$ cat src/rtl/hazard_stall_ctrl_pkg.sv
// ============================================================================
// pipe_ctrl_pkg : shared state encoding and register constants for the
//                 pipeline sequencer.   Rev 1.0
// ============================================================================
`default_nettype none

package pipe_ctrl_pkg;

  typedef enum logic [1:0] {
    ST_RUN      = 2'd0,
    ST_LU_STALL = 2'd1,
    ST_MC_WAIT  = 2'd2
  } state_e;

  localparam logic [4:0] X0_IDX = 5'd0;

endpackage

`default_nettype wire

$ cat src/rtl/hazard_stall_ctrl_sat_counter.sv
// ============================================================================
// sat_counter : up-counter that sticks at all-ones instead of wrapping.
//               Rev 1.0
// ============================================================================
`default_nettype none

module sat_counter #(
  parameter int CNT_W = 32
) (
  input  logic             clk,
  input  logic             clr,
  input  logic             inc,
  output logic [CNT_W-1:0] count
);

  logic [CNT_W-1:0] count_q;
  logic [CNT_W-1:0] count_d;

  always_comb begin
    count_d = count_q;
    if (inc && (count_q != {CNT_W{1'b1}})) begin
      count_d = count_q + {{(CNT_W-1){1'b0}}, 1'b1};
    end
  end

  always_ff @(posedge clk) begin
    if (clr) begin
      count_q <= '0;
    end else begin
      count_q <= count_d;
    end
  end

  assign count = count_q;

endmodule

`default_nettype wire

$ cat src/rtl/hazard_stall_ctrl.sv
// ============================================================================
// hazard_stall_ctrl : 5-stage pipe sequencer - load-use stalls, branch
//                     flushes, multi-cycle EX holds, memory freeze. Rev 1.0
// ============================================================================
`default_nettype none

module hazard_stall_ctrl
  import pipe_ctrl_pkg::*;
#(
  parameter int LOAD_STALL_CYC = 1,
  parameter int CNT_W          = 32
) (
  input  logic             clk,
  input  logic             reset,
  input  logic [4:0]       id_rs1,
  input  logic [4:0]       id_rs2,
  input  logic             id_uses_rs2,
  input  logic [4:0]       ex_rd,
  input  logic             ex_MemRead,
  input  logic             branch_taken,
  input  logic             mc_start,
  input  logic             mc_done,
  input  logic             mem_busy,
  output logic             pc_write,
  output logic             if_id_write,
  output logic             if_id_flush,
  output logic             id_ex_write,
  output logic             id_ex_flush,
  output logic             ex_mem_bubble,
  output logic [1:0]       state_o,
  output logic [CNT_W-1:0] stall_cycles,
  output logic [CNT_W-1:0] flush_events
);

  localparam logic [1:0] LU_RELOAD = 2'(LOAD_STALL_CYC - 1);

  state_e     state_q, state_d;
  logic [1:0] cnt_q, cnt_d;
  logic       lu_hazard;
  logic       flush_inc;

  assign lu_hazard = ex_MemRead && (ex_rd != X0_IDX) &&
                     ((ex_rd == id_rs1) || (id_uses_rs2 && (ex_rd == id_rs2)));

  always_comb begin
    pc_write      = 1'b1;
    if_id_write   = 1'b1;
    if_id_flush   = 1'b0;
    id_ex_write   = 1'b1;
    id_ex_flush   = 1'b0;
    ex_mem_bubble = 1'b0;
    flush_inc     = 1'b0;
    state_d       = state_q;
    cnt_d         = cnt_q;

    if (reset) begin
      state_d = ST_RUN;
      cnt_d   = 2'd0;
    end else if (mem_busy) begin
      pc_write    = 1'b0;
      if_id_write = 1'b0;
      id_ex_write = 1'b0;
    end else begin
      case (state_q)
        ST_RUN: begin
          if (branch_taken) begin
            if_id_flush = 1'b1;
            id_ex_flush = 1'b1;
            flush_inc   = 1'b1;
          end else if (mc_start) begin
            // Result already valid in the issue cycle: no hold at all.
            if (!mc_done) begin
              pc_write      = 1'b0;
              if_id_write   = 1'b0;
              id_ex_write   = 1'b0;
              ex_mem_bubble = 1'b1;
              state_d       = ST_MC_WAIT;
            end
          end else if (lu_hazard) begin
            pc_write    = 1'b0;
            if_id_write = 1'b0;
            id_ex_flush = 1'b1;
            if (LOAD_STALL_CYC > 1) begin
              state_d = ST_LU_STALL;
              cnt_d   = LU_RELOAD;
            end
          end
        end
        ST_LU_STALL: begin
          if (branch_taken) begin
            if_id_flush = 1'b1;
            id_ex_flush = 1'b1;
            flush_inc   = 1'b1;
            state_d     = ST_RUN;
            cnt_d       = 2'd0;
          end else begin
            pc_write    = 1'b0;
            if_id_write = 1'b0;
            id_ex_flush = 1'b1;
            cnt_d       = cnt_q - 2'd1;
            if (cnt_q <= 2'd1) begin
              state_d = ST_RUN;
              cnt_d   = 2'd0;
            end
          end
        end
        ST_MC_WAIT: begin
          if (mc_done) begin
            state_d = ST_RUN;
          end else begin
            pc_write      = 1'b0;
            if_id_write   = 1'b0;
            id_ex_write   = 1'b0;
            ex_mem_bubble = 1'b1;
          end
        end
        default: begin
          state_d = ST_RUN;
          cnt_d   = 2'd0;
        end
      endcase
    end
  end

  always_ff @(posedge clk) begin
    if (reset) begin
      state_q <= ST_RUN;
      cnt_q   <= 2'd0;
    end else begin
      state_q <= state_d;
      cnt_q   <= cnt_d;
    end
  end

  assign state_o = state_q;

  sat_counter #(.CNT_W(CNT_W)) u_stall_cnt (
    .clk   (clk),
    .clr   (reset),
    .inc   (~pc_write),
    .count (stall_cycles)
  );

  sat_counter #(.CNT_W(CNT_W)) u_flush_cnt (
    .clk   (clk),
    .clr   (reset),
    .inc   (flush_inc),
    .count (flush_events)
  );

endmodule

`default_nettype wire

$ cat config.mk
export PLATFORM = sky130hd
export DESIGN_NAME = hazard_stall_ctrl
export DESIGN_NICKNAME = d
export VERILOG_FILES = /design/src/rtl/hazard_stall_ctrl_pkg.sv /design/src/rtl/hazard_stall_ctrl_sat_counter.sv /design/src/rtl/hazard_stall_ctrl.sv
export SDC_FILE = /design/constraint.sdc
export NUM_CORES = 1
export LEC_CHECK = 0
export ABC_AREA = 1
export CORE_ASPECT_RATIO = 0.9
export CORE_MARGIN = 4
export CORE_UTILIZATION = 42
export CTS_CLUSTER_DIAMETER = 150
export DETAILED_ROUTE_END_ITERATION = 10
export DONT_BUFFER_PORTS = 1
export PLACE_DENSITY = 0.62
export SLEW_MARGIN = 10
export SYNTH_ARGS = -nofsm -noshare
export SYNTH_HDL_FRONTEND = slang
export SYNTH_HIERARCHICAL = 1
export SYNTH_SLANG_ARGS = --single-unit
$ cat constraint.sdc
create_clock -name clk -period 2.1 [get_ports clk]
set_clock_uncertainty 0.1 [all_clocks]
set_input_delay 0.21 -clock clk [delete_from_list [all_inputs] [get_ports clk]]
set_output_delay 0.21 -clock clk [all_outputs]
set_load 0.01 [all_outputs]
==> run metrics <==
worst hold path type=input pin to flip-flop; core outline area=between 0.01 and 0.015 sq mm; register area share after synthesis=29.6%; Mean Syn Cell Area=about 6.1 sq um; P_leak=~2.3 nW; multiplexer share of the synthesized area=0%; FF+latch count, synth=65; PwrDens=approximately 560 mW/mm^2; vias in the first global route=~4300; proportion of power drawn by the clock network=roughly 52%; synth warn=6; Mapped Area=about 0.0044 sq mm; final setup fails=0; EDFF count, synth=0; Worst-Skew Late Latency=roughly 0.33 ns; crit-path max FO=15; final hold vios=0; Reg power frac=a little over two fifths; Synth Area in Simple Gates=between 50% and 60%; Peak VDD IR=0.333 mV; area delta synth->final=18.1%; H-tree depth=3; GRT Util Overall=a little over a fifth; Final Util=between 50% and 60%; Iter 0 DRT Violations=317; Final ANT Viol Nets=0; FMAX=509 MHz; DRC violations left=0; # diodes=0; first-pass GRT wire length=21.0 mm; Final min period=1.96 ns; Row Count=35; Worst-path clk slew=about 0.050 ns; commonest non-fill, non-tap cells in the layout=201 x nand2_1, 145 x nor2_1, 67 x inv_1; cts bufs inserted=9; Port Buffers=0; post-synthesis compound-gate area fraction=~7.3%; ys flop type=dfxtp_1; final setup margin=between 0.1 and 0.15 ns; Vias=about 4700; XOR/XNOR share of the synthesized area=less than 1%; pin count of the biggest net entering global routing=42; CP Launch Type=flip-flop; Chip Width=~120 microns; clock sinks=65; fraction of registers with async set/reset=0%; RePlAce Congestion=slightly above 0.9; setup repair bufs after CTS=0; largest family of logic cells by synthesized area=simple AND/OR/NAND/NOR gates; DRT Pass-1 Iters=5; Switching Share=roughly 22%; proportion of layout cells with a drive suffix above 1=between 15 and 20%; grt ovf=0; Post-Layout Inst Area=roughly 0.0052 sq mm; Ports=95; CTS max path bufs=2; Netlist cell types=33; DIE AREA=0.0122 sq mm; worst relative slew slack=between 60% and 70%; unrepaired setup endpoints after global routing=false; Req. time, crit path=approximately 2.2 ns; max-capacitance violation count=0; combinational power share=5.0%; Wirelength per Cell=approximately 14 microns; Initial Util=42.9%; Synth Net Count=741; leading cell type in the layout, fill and taps excluded=nand2_1; Placed Area=slightly below 0.005 sq mm; Tightest Pin Transition=between 0.5 and 0.6 ns; initial antenna violation count=0; NumNets Final=just under 800; final WL=roughly 13 mm; CP arrival=roughly 2.1 ns; crit share post-route=93.6%; Setup TNS=0 ns; Switching Power=~640 uW; Slew Limit Fails=0; via/cell ratio=5.19; Setup WS pre-CTS=approximately 0.035 ns; Setup crit end kind=flip-flop; status=completed; Internal Pwr Total=2.26 mW; Mapped Cells=~700; Die Y=about 110 microns; area share of fa/ha/maj cells after synthesis=less than 1%; CP Class=flip-flop to flip-flop; post-detail-place hpwl=~9.8 mm; Clock Tree Root=clkbuf_16; CTS tree=built
## synth_stat cells (8+ instances only)
cell type / count / area share, %
nor2_4: 9 / 2.3
a31oi_1: 11 / 1.6
nand3_2: 10 / 2.3
inv_1: 68 / 5.8
buf_6: 8 / 2.0
a21oi_1: 37 / 4.2
inv_2: 8 / 0.68
nand2_2: 14 / 2.0
nor2_2: 9 / 1.3
nand2_1: 201 / 17
dfxtp_1: 65 / 30
nor2_1: 149 / 13
nand3_1: 55 / 6.3
nand4_1: 26 / 3.7
## path summary, 6_finish.rpt
check	start	to	slack, ns	cells past startpoint
setup / recovery	state_o[1]	u_stall_cnt/count[18]	0.14	10
hold / removal	mem_busy	state_o[1]	0.03	2
setup reg to reg	state_o[1]	u_stall_cnt/count[18]	0.14	10
hold reg to reg	state_o[1]	state_o[1]	0.46	2
## power groups by stage
stage	clock, mW	sequential, mW	combinational, mW
after global routing	1.61	1.24	0.165
after detailed placement	0	1.27	0.138
after floorplan	0	1.27	0.103
after global placement	0	1.27	0.133
after CTS	1.56	1.24	0.144
final	1.51	1.24	0.145
## area by class of cell
cell class / instances / area, sq um
clock buffers: 12 / 256
inverters: 78 / 293
multi-input cells: 556 / 2690
fillers: 1077 / 5050
well taps: 129 / 161
flip-flops and latches: 65 / 1300
repair buffers: 59 / 448
clock inverters: 3 / 40.0
## cell families (layout without fill, tap and decap cells)
family / count (synthesis) / count (layout)
XOR/XNOR: 2 / 2
AND/OR/NAND/NOR: 494 / 494
AO/OA/AOI/OAI: 57 / 57
flip-flops: 65 / 65
adder cells (fa/ha/maj): 2 / 2
buffers and inverters: 95 / 152
other: 1 / 1
## timing repair
action | CTS | global route
endpoints found under the setup margin | 0 | 28
gates resized for setup | 0 | 9
endpoints found under the hold margin | 9 | 0
hold buffers | 2 | 0
## worst max-delay path, cell delays in order, from the launching register on
cell and delay [ns]:
dfxtp_1 0.36, inv_1 0.09, o21ai_2 0.18, o21ai_2 0.12, nand2_2 0.10, buf_4 0.21
nand2_1 0.09, nor3_1 0.39, nand3_2 0.11, nand2_1 0.07, nor2_1 0.04
## metal layers
layer  wire length, microns  vias up  GRT usage (%)  share of wire (%)
met4                     96        0           4.47               0.75
li1                       -     2394              -                  -
met2                   5570      157           32.6                 44
met1                   5980     2125           29.5                 47
met5                      0        -              0                  0
met3                   1100        7           6.02                8.6
## stage by stage
step | hold slack (ns) | instances | total power [mW]
after floorplan | 0.179 | 716 | 1.38
after global placement | 0.182 | 885 | 1.40
after detailed placement | 0.184 | 885 | 1.41
after CTS | 0.0197 | 902 | 2.94
after global routing | 0.0448 | 902 | 3.02
final | 0.0287 | 902 | 2.90
## sequential cells by signal, indices dropped and copies added, names as in the netlist
signal	count
state_o	1
u_stall_cnt/count	32
u_flush_cnt/count	32
No activity file was read; power rests on OpenSTA's default activity.
